**src/rtl/hpm_counter_unit.sv**
```systemverilog
// Hardware performance monitor: NumCounters event-selectable counters (mhpmcounter3..).
// Optional macro PERF_CNT_OVF_IRQ_EN adds sticky overflow flags (mhpmevent[XLEN-1]) and ovf_irq_o.
module hpm_counter_unit #(
   parameter int unsigned NumCounters = 8,
   parameter int unsigned NumEvents   = 64,
   parameter int unsigned IncWidth    = 2,
   parameter int unsigned CntWidth    = 64,
   parameter int unsigned XLEN        = 64
) (
   input  logic                          clk_i,
   input  logic                          rst_ni,
   input  logic                          debug_mode_i,
   input  logic [11:0]                   csr_addr_i,
   input  logic                          csr_we_i,
   input  logic                          csr_re_i,
   input  logic [XLEN-1:0]               csr_wdata_i,
   output logic [XLEN-1:0]               csr_rdata_o,
   output logic                          csr_illegal_o,
   input  logic [NumEvents*IncWidth-1:0] evt_inc_i,
   input  logic [31:0]                   mcountinhibit_i,
   output logic                          ovf_irq_o
);
   localparam int unsigned SelWidth = $clog2(NumEvents);
   localparam int unsigned SumWidth = CntWidth + 1;
   localparam bit          Xlen64   = (XLEN == 64);

   logic                in_cnt, in_cnth, in_evt, in_ro, in_roh;
   logic [4:0]          idx;
   logic                illegal, wr_ok;
   logic [63:0]         wdata_ext, sel_val;
   logic [SelWidth-1:0] sel_wr;
   logic [NumCounters-1:0] of_bit;
   logic [XLEN-1:0]     rd_k [NumCounters];
   logic [IncWidth-1:0] inc_arr [NumEvents];

   // Every range starts at low-5-bits 0x03 and ends at 0x1F, so the index is shared.
   always_comb begin
      in_cnt  = (csr_addr_i >= 12'hB03) && (csr_addr_i <= 12'hB1F);
      in_cnth = (csr_addr_i >= 12'hB83) && (csr_addr_i <= 12'hB9F);
      in_evt  = (csr_addr_i >= 12'h323) && (csr_addr_i <= 12'h33F);
      in_ro   = (csr_addr_i >= 12'hC03) && (csr_addr_i <= 12'hC1F);
      in_roh  = (csr_addr_i >= 12'hC83) && (csr_addr_i <= 12'hC9F);
      idx     = csr_addr_i[4:0] - 5'd3;
   end

   always_comb begin
      illegal = (csr_we_i && (in_ro || in_roh))
             || (Xlen64 && (csr_we_i || csr_re_i) && (in_cnth || in_roh));
      if (!rst_ni) begin
         illegal = 1'b0;
      end
      wr_ok = csr_we_i && !illegal;
   end

   assign csr_illegal_o = illegal;
   assign wdata_ext     = 64'(csr_wdata_i);

   // The OF position never takes part in the WARL select range check.
   always_comb begin
      sel_val         = wdata_ext;
      sel_val[XLEN-1] = 1'b0;
      sel_wr          = (sel_val < 64'(NumEvents)) ? sel_val[SelWidth-1:0] : '0;
   end

   for (genvar e = 0; e < NumEvents; e++) begin : g_inc
      assign inc_arr[e] = evt_inc_i[e*IncWidth +: IncWidth];
   end

   for (genvar k = 0; k < NumCounters; k++) begin : g_cnt
      logic                hit, count_en, wrap, of_rd;
      logic [CntWidth-1:0] cnt_q, cnt_d;
      logic [SelWidth-1:0] sel_q, sel_d;
      logic [CntWidth:0]   sum;
      logic [63:0]         cnt_ext, wr_lo, wr_hi;
      logic [XLEN-1:0]     rd_lo, rd_hi, rd_evt;
      logic                unused_blk;

      assign hit      = (idx == 5'(k));
      assign count_en = !debug_mode_i && !mcountinhibit_i[k+3] && (sel_q != '0);
      assign sum      = {1'b0, cnt_q} + SumWidth'(inc_arr[sel_q]);
      assign cnt_ext  = 64'(cnt_q);

      if (XLEN == 64) begin : g_x64
         assign wr_lo = wdata_ext;
         assign wr_hi = cnt_ext;
         assign rd_lo = XLEN'(cnt_ext);
         assign rd_hi = '0;
      end else begin : g_x32
         assign wr_lo = {cnt_ext[63:32], wdata_ext[31:0]};
         assign wr_hi = {wdata_ext[31:0], cnt_ext[31:0]};
         assign rd_lo = XLEN'(cnt_ext[31:0]);
         assign rd_hi = XLEN'(cnt_ext[63:32]);
      end

      // A CSR write to this counter pre-empts its own increment.
      always_comb begin
         cnt_d = cnt_q;
         wrap  = 1'b0;
         if (wr_ok && in_cnt && hit) begin
            cnt_d = wr_lo[CntWidth-1:0];
         end else if (wr_ok && in_cnth && hit) begin
            cnt_d = wr_hi[CntWidth-1:0];
         end else if (count_en) begin
            cnt_d = sum[CntWidth-1:0];
            wrap  = sum[CntWidth];
         end
         sel_d = (wr_ok && in_evt && hit) ? sel_wr : sel_q;
      end

      always_ff @(posedge clk_i or negedge rst_ni) begin
         if (!rst_ni) begin
            cnt_q <= '0;
            sel_q <= '0;
         end else begin
            cnt_q <= cnt_d;
            sel_q <= sel_d;
         end
      end

`ifdef PERF_CNT_OVF_IRQ_EN
      logic of_q, of_d;

      // A software write to mhpmevent beats a wrap in the same cycle.
      always_comb begin
         of_d = of_q;
         if (wr_ok && in_evt && hit) begin
            of_d = csr_wdata_i[XLEN-1];
         end else if (wrap) begin
            of_d = 1'b1;
         end
      end

      always_ff @(posedge clk_i or negedge rst_ni) begin
         if (!rst_ni) begin
            of_q <= 1'b0;
         end else begin
            of_q <= of_d;
         end
      end

      assign of_rd = of_q;
`else
      assign of_rd = 1'b0;
`endif
      assign of_bit[k] = of_rd;

      always_comb begin
         rd_evt                = '0;
         rd_evt[SelWidth-1:0]  = sel_q;
         rd_evt[XLEN-1]        = of_rd;
      end

      assign rd_k[k] = !hit                 ? '0    :
                       (in_cnt  || in_ro)   ? rd_lo :
                       (in_cnth || in_roh)  ? rd_hi :
                       in_evt               ? rd_evt : '0;

      assign unused_blk = ^{wr_lo, wr_hi, wrap};
   end

   always_comb begin
      csr_rdata_o = '0;
      for (int k = 0; k < NumCounters; k++) begin
         csr_rdata_o |= rd_k[k];
      end
      if (!csr_re_i || illegal || !rst_ni) begin
         csr_rdata_o = '0;
      end
   end

`ifdef PERF_CNT_OVF_IRQ_EN
   logic irq_q;

   always_ff @(posedge clk_i or negedge rst_ni) begin
      if (!rst_ni) begin
         irq_q <= 1'b0;
      end else begin
         irq_q <= |of_bit;
      end
   end

   assign ovf_irq_o = irq_q;
`else
   logic unused_of;
   assign unused_of = ^of_bit;
   assign ovf_irq_o = 1'b0;
`endif

   logic unused_inputs;
   assign unused_inputs = ^{mcountinhibit_i, wdata_ext, sel_val};

endmodule

```
**config.mk**
```make
export PLATFORM = sky130hd
export DESIGN_NAME = hpm_counter_unit
export DESIGN_NICKNAME = d
export VERILOG_FILES = /design/src/rtl/hpm_counter_unit.sv
export SDC_FILE = /design/constraint.sdc
export NUM_CORES = 2
export LEC_CHECK = 0
export BUFFER_PORTS_ARGS = -buffer_cell sky130_fd_sc_hd__buf_2
export CAP_MARGIN = 15
export CELL_PAD_IN_SITES_DETAIL_PLACEMENT = 1
export CELL_PAD_IN_SITES_GLOBAL_PLACEMENT = 2
export CORE_ASPECT_RATIO = 1.75
export CORE_MARGIN = 2
export CORE_UTILIZATION = 35
export DETAILED_ROUTE_END_ITERATION = 8
export PLACE_DENSITY_LB_ADDON = 0.1
export SLEW_MARGIN = 20
export SYNTH_ARGS = -nofsm -noshare
export SYNTH_HDL_FRONTEND = slang
export SYNTH_SLANG_ARGS = --single-unit
export TNS_END_PERCENT = 5
```
**constraint.sdc**
```tcl
create_clock -name clk_i -period 4.3 [get_ports clk_i]
set_clock_uncertainty 0.1 [all_clocks]
set_input_delay 0.645 -clock clk_i [delete_from_list [all_inputs] [get_ports clk_i]]
set_output_delay 0.645 -clock clk_i [all_outputs]
set_load 0.005 [all_outputs]
```
==> results.json <==
{
  "status": "finished clean",
  "crit_path_end_kind": "flip-flop",
  "clock_latency_ns": 0.68,
  "ir_drop_mv": 0.3199,
  "drt_iter0_drc": 4452,
  "yosys_warnings": 0,
  "whs_ns": 0.3189,
  "switching_share_pct": 28.21,
  "clk_pin_slew_ns": 0.07,
  "power.density_nw_per_um2": 226.3,
  "grt_max_degree": 138,
  "place_inst": 6944,
  "drive_above_1_share_pct": 25.94,
  "port-buffer-count": 281,
  "hold_viol_final": 0,
  "cts_max_level": 2,
  "tightest_slew_ns": 1.303,
  "fin_crit_sh_pct": 99.61,
  "r2r_setup_slack_ns": 0.02,
  "fp.coreArea_um2": 123700,
  "clk_path_buf_depth": 3,
  "rr_startpoint": "g_cnt[2].sel_q[0]",
  "finalCriticalPeriod_ns": 4.283,
  "ys_seq_area_share_pct": 32.19,
  "grt_pass1_wl_mm": 402.3,
  "endpoint": "g_cnt[2].cnt_ext[61]",
  "startpoint": "g_cnt[2].sel_q[0]",
  "start_util_pct": 35.20,
  "synth_edf_count": 0,
  "required_ns": 4.81,
  "via_per_inst": 6.640,
  "critPathKind": "flip-flop to flip-flop",
  "grt.overflow.total": 0,
  "final_cell_area_um2": 53500,
  "root_buffer": "clkbuf_16",
  "critPathLaunchType": "flip-flop",
  "pwr-share-seq_pct": 44.2,
  "critPathSlowestCell": "dfrtp_2",
  "wl_mm": 286.6,
  "first_global_vias": 48933,
  "drc_errors": 0,
  "max_freq_ghz": 0.2335,
  "cts_tree": "built",
  "gp_congestion": 1.085,
  "cts_buffers": 60,
  "setup_slack_ns": 0.01676,
  "clock-sinks": 560,
  "met2_length_mm": 138.9,
  "combPwrFrac_pct": 10.6,
  "critical_path_buf_inv_count": 5,
  "synth-main-ff-cell": "dfrtp_1",
  "synth_area_leaders": "dfrtp_1 32%, mux4_2 13%, xnor2_1 6.2%",
  "async_reset_ff_share_pct": 100.0,
  "final_util_pct": 43.26,
  "report.final.setup_viol": 0,
  "syn_area_per_cell_um2": 8.879,
  "fillers": 14405,
  "die_area_um2": 127300,
  "synth_area_leader_cell": "dfrtp_1",
  "route.met3.wl_mm": 18.21,
  "r2r_end": "g_cnt[2].cnt_ext[61]",
  "r2r.worst_path.cells": 16,
  "power_switching_mw": 3.414,
  "p_leak_nw": 20.04,
  "critical_path_depth": 16,
  "slew_viol_final": 0,
  "vias": 47086,
  "fin_cells": 7091,
  "place_ws_ns": -0.6200,
  "synth-simple-area-share_pct": 21.64,
  "cp_slowest_stage_delay_ns": 0.52,
  "synth_top_family_by_area": "simple AND/OR/NAND/NOR gates",
  "area_growth_pct": 22.89,
  "synth_area_um2": 43530,
  "path_cells": "buf_12 -> buf_4 -> mux4_2 -> a22oi_1 -> a21oi_1 -> nor4_1 -> buf_4 -> inv_1 -> ha_1 -> a21oi_2 -> nor2_1 -> o211ai_1 -> buf_4 -> or2_1 -> or4_1 -> a31oi_1",
  "dpl.hpwl_mm": 220.3,
  "pin_count": 307,
  "yosysTopAreaCellShare_pct": 32.19,
  "synth_compound_area_share_pct": 16.63,
  "max_cap_violations": 0,
  "synthAdderAreaFrac_pct": 0.8278,
  "cpMostUsedCell": "buf_4",
  "wl_per_cell_um": 40.42,
  "synth_xor_area_share_pct": 9.416,
  "die_h_um": 470.5,
  "met1_length_mm": 85.14,
  "syn_inst": 4903,
  "grt_setup_unrepaired": "yes",
  "first_pass_iters": 8,
  "die_x_um": 270.6,
  "antenna_found_initial": 39,
  "pwr-share-clk_pct": 45.2,
  "top_layer": "met5",
  "place_area_um2": 50630,
  "cp.arrival_ns": 4.79,
  "layout.nets": 5644,
  "rows": 171,
  "yosysUniqueCellTypes": 80,
  "p_int_mw": 8.690,
  "cp_top_family": "simple AND/OR/NAND/NOR gates",
  "ant_nets": 0,
  "slew_headroom_pct": 13.16,
  "synth-seq-cells": 560,
  "muxShareOfSynthArea_pct": 14.72,
  "crit_fanout": 18,
  "hold_path_class": "primary input to async pin",
  "track_usage_pct": 45.06,
  "synth_fp_nets": 5168
}
## kinds of logic (layout without fill, tap and decap cells)
kind of cell / after synthesis / count (layout)
flip-flops: 560 / 560
AND/OR/NAND/NOR: 1885 / 1885
multiplexers: 321 / 321
other: 1 / 24
adder cells (fa/ha/maj): 24 / 24
AO/OA/AOI/OAI: 1129 / 1130
XOR/XNOR: 468 / 468
buffers and inverters: 515 / 1036
## synthesized netlist by cell type, drive strengths merged, types with 10 or more instances
cell type	instances
a211oi	11
a21oi	231
a221oi	69
a22o	67
a22oi	265
a31oi	71
and2	48
and3	76
and4	40
buf	77
clkbuf	343
dfrtp	560
ha	16
inv	95
mux2	52
mux2i	19
mux4	250
nand2	569
nand2b	25
nand3	176
nand4	172
nand4b	12
nor2	350
nor2b	19
nor3	166
nor4	152
nor4b	10
o211ai	17
o21ai	333
o22ai	10
or3	24
or4	18
xnor2	307
xor2	161
## power groups by stage
| stage | Clock [mW] | Combinational (mW) | Sequential (mW) |
|---|---|---|---|
| 4_1_cts | 5.56 | 1.22 | 5.35 |
| 6_report | 5.47 | 1.28 | 5.35 |
| 3_5_place_dp | 0 | 1.21 | 5.45 |
| 3_3_place_gp | 0 | 1.19 | 5.45 |
| 2_1_floorplan | 0 | 0.392 | 5.42 |
| 5_1_grt | 5.70 | 1.30 | 5.35 |
## placed cells by master (no fill, tap or decap), types with 52 or more instances in the layout
master,Yosys,routed
a21oi_1,230,224
nand3_1,175,173
buf_4,1,455
a22o_1,67,61
buf_2,35,281
and3_1,76,76
nand4_1,172,172
nand2_1,569,566
a22oi_1,265,256
clkbuf_16,0,61
xnor2_1,307,307
mux2_2,52,52
a221oi_1,69,57
o21ai_0,240,236
o21ai_1,92,93
buf_12,0,81
a31oi_1,71,70
xor2_1,161,161
inv_1,95,95
nor3_1,165,149
nor2_1,350,340
mux4_2,250,250
nor4_1,140,107
dfrtp_1,560,551
## registers in the layout, indices dropped and copies added (netlist names)
| register | flops |
|---|---|
| g_cnt.cnt_ext | 512 |
| g_cnt.sel_q | 48 |
## metrics by stage
stage	setup TNS, ns	total power [mW]
6_report	0	12.10
4_1_cts	-0.002159	12.13
3_3_place_gp	-137.55	6.641
2_1_floorplan	-0.9199	5.814
3_5_place_dp	-56.60	6.654
5_1_grt	-0.8371	12.35
## metal layers
metal / up-vias / GRT usage (%)
met5: - / 0
met4: 18 / 52.50
met3: 1311 / 10.21
met2: 2575 / 76.34
met1: 23926 / 41.62
li1: 19256 / -
## worst min path at each step
| stage | slack, ns | cells after the start | start | end |
|---|---|---|---|---|
| final | 0.32 | 2 | rst_ni | g_cnt[2].cnt_ext[0] |
| after floorplan | 0.25 | 0 | rst_ni | g_cnt[0].cnt_ext[0] |
| after CTS | 0.28 | 3 | csr_wdata_i[49] | g_cnt[5].cnt_ext[49] |
| after global routing | 0.31 | 2 | rst_ni | g_cnt[2].cnt_ext[0] |
| after global placement | 0.40 | 1 | rst_ni | g_cnt[2].cnt_ext[11] |
| after detailed placement | 0.40 | 1 | rst_ni | g_cnt[2].cnt_ext[11] |
## cell type report
type | instances | area (um^2) | share of cell area, %
Antenna cell | 23 | 57.56 | 0.1076
Clock buffer | 98 | 1815 | 3.394
Clock inverter | 10 | 103.9 | 0.1941
Inverter | 95 | 356.6 | 0.6666
Multi-Input combinational cell | 3829 | 28430 | 53.15
Sequential cell | 560 | 14030 | 26.22
Tap cell | 1643 | 2056 | 3.843
Timing Repair Buffer | 833 | 6646 | 12.42
## what timing repair did
item	in CTS	in global routing
pin swaps	2	18
setup buffers	1	7
hold buffers	1	0
gates resized for setup	36	111
setup endpoints to repair	163	380
gates cloned	1	1
hold endpoints to repair	8	0
(Power assumes the default switching activity.)
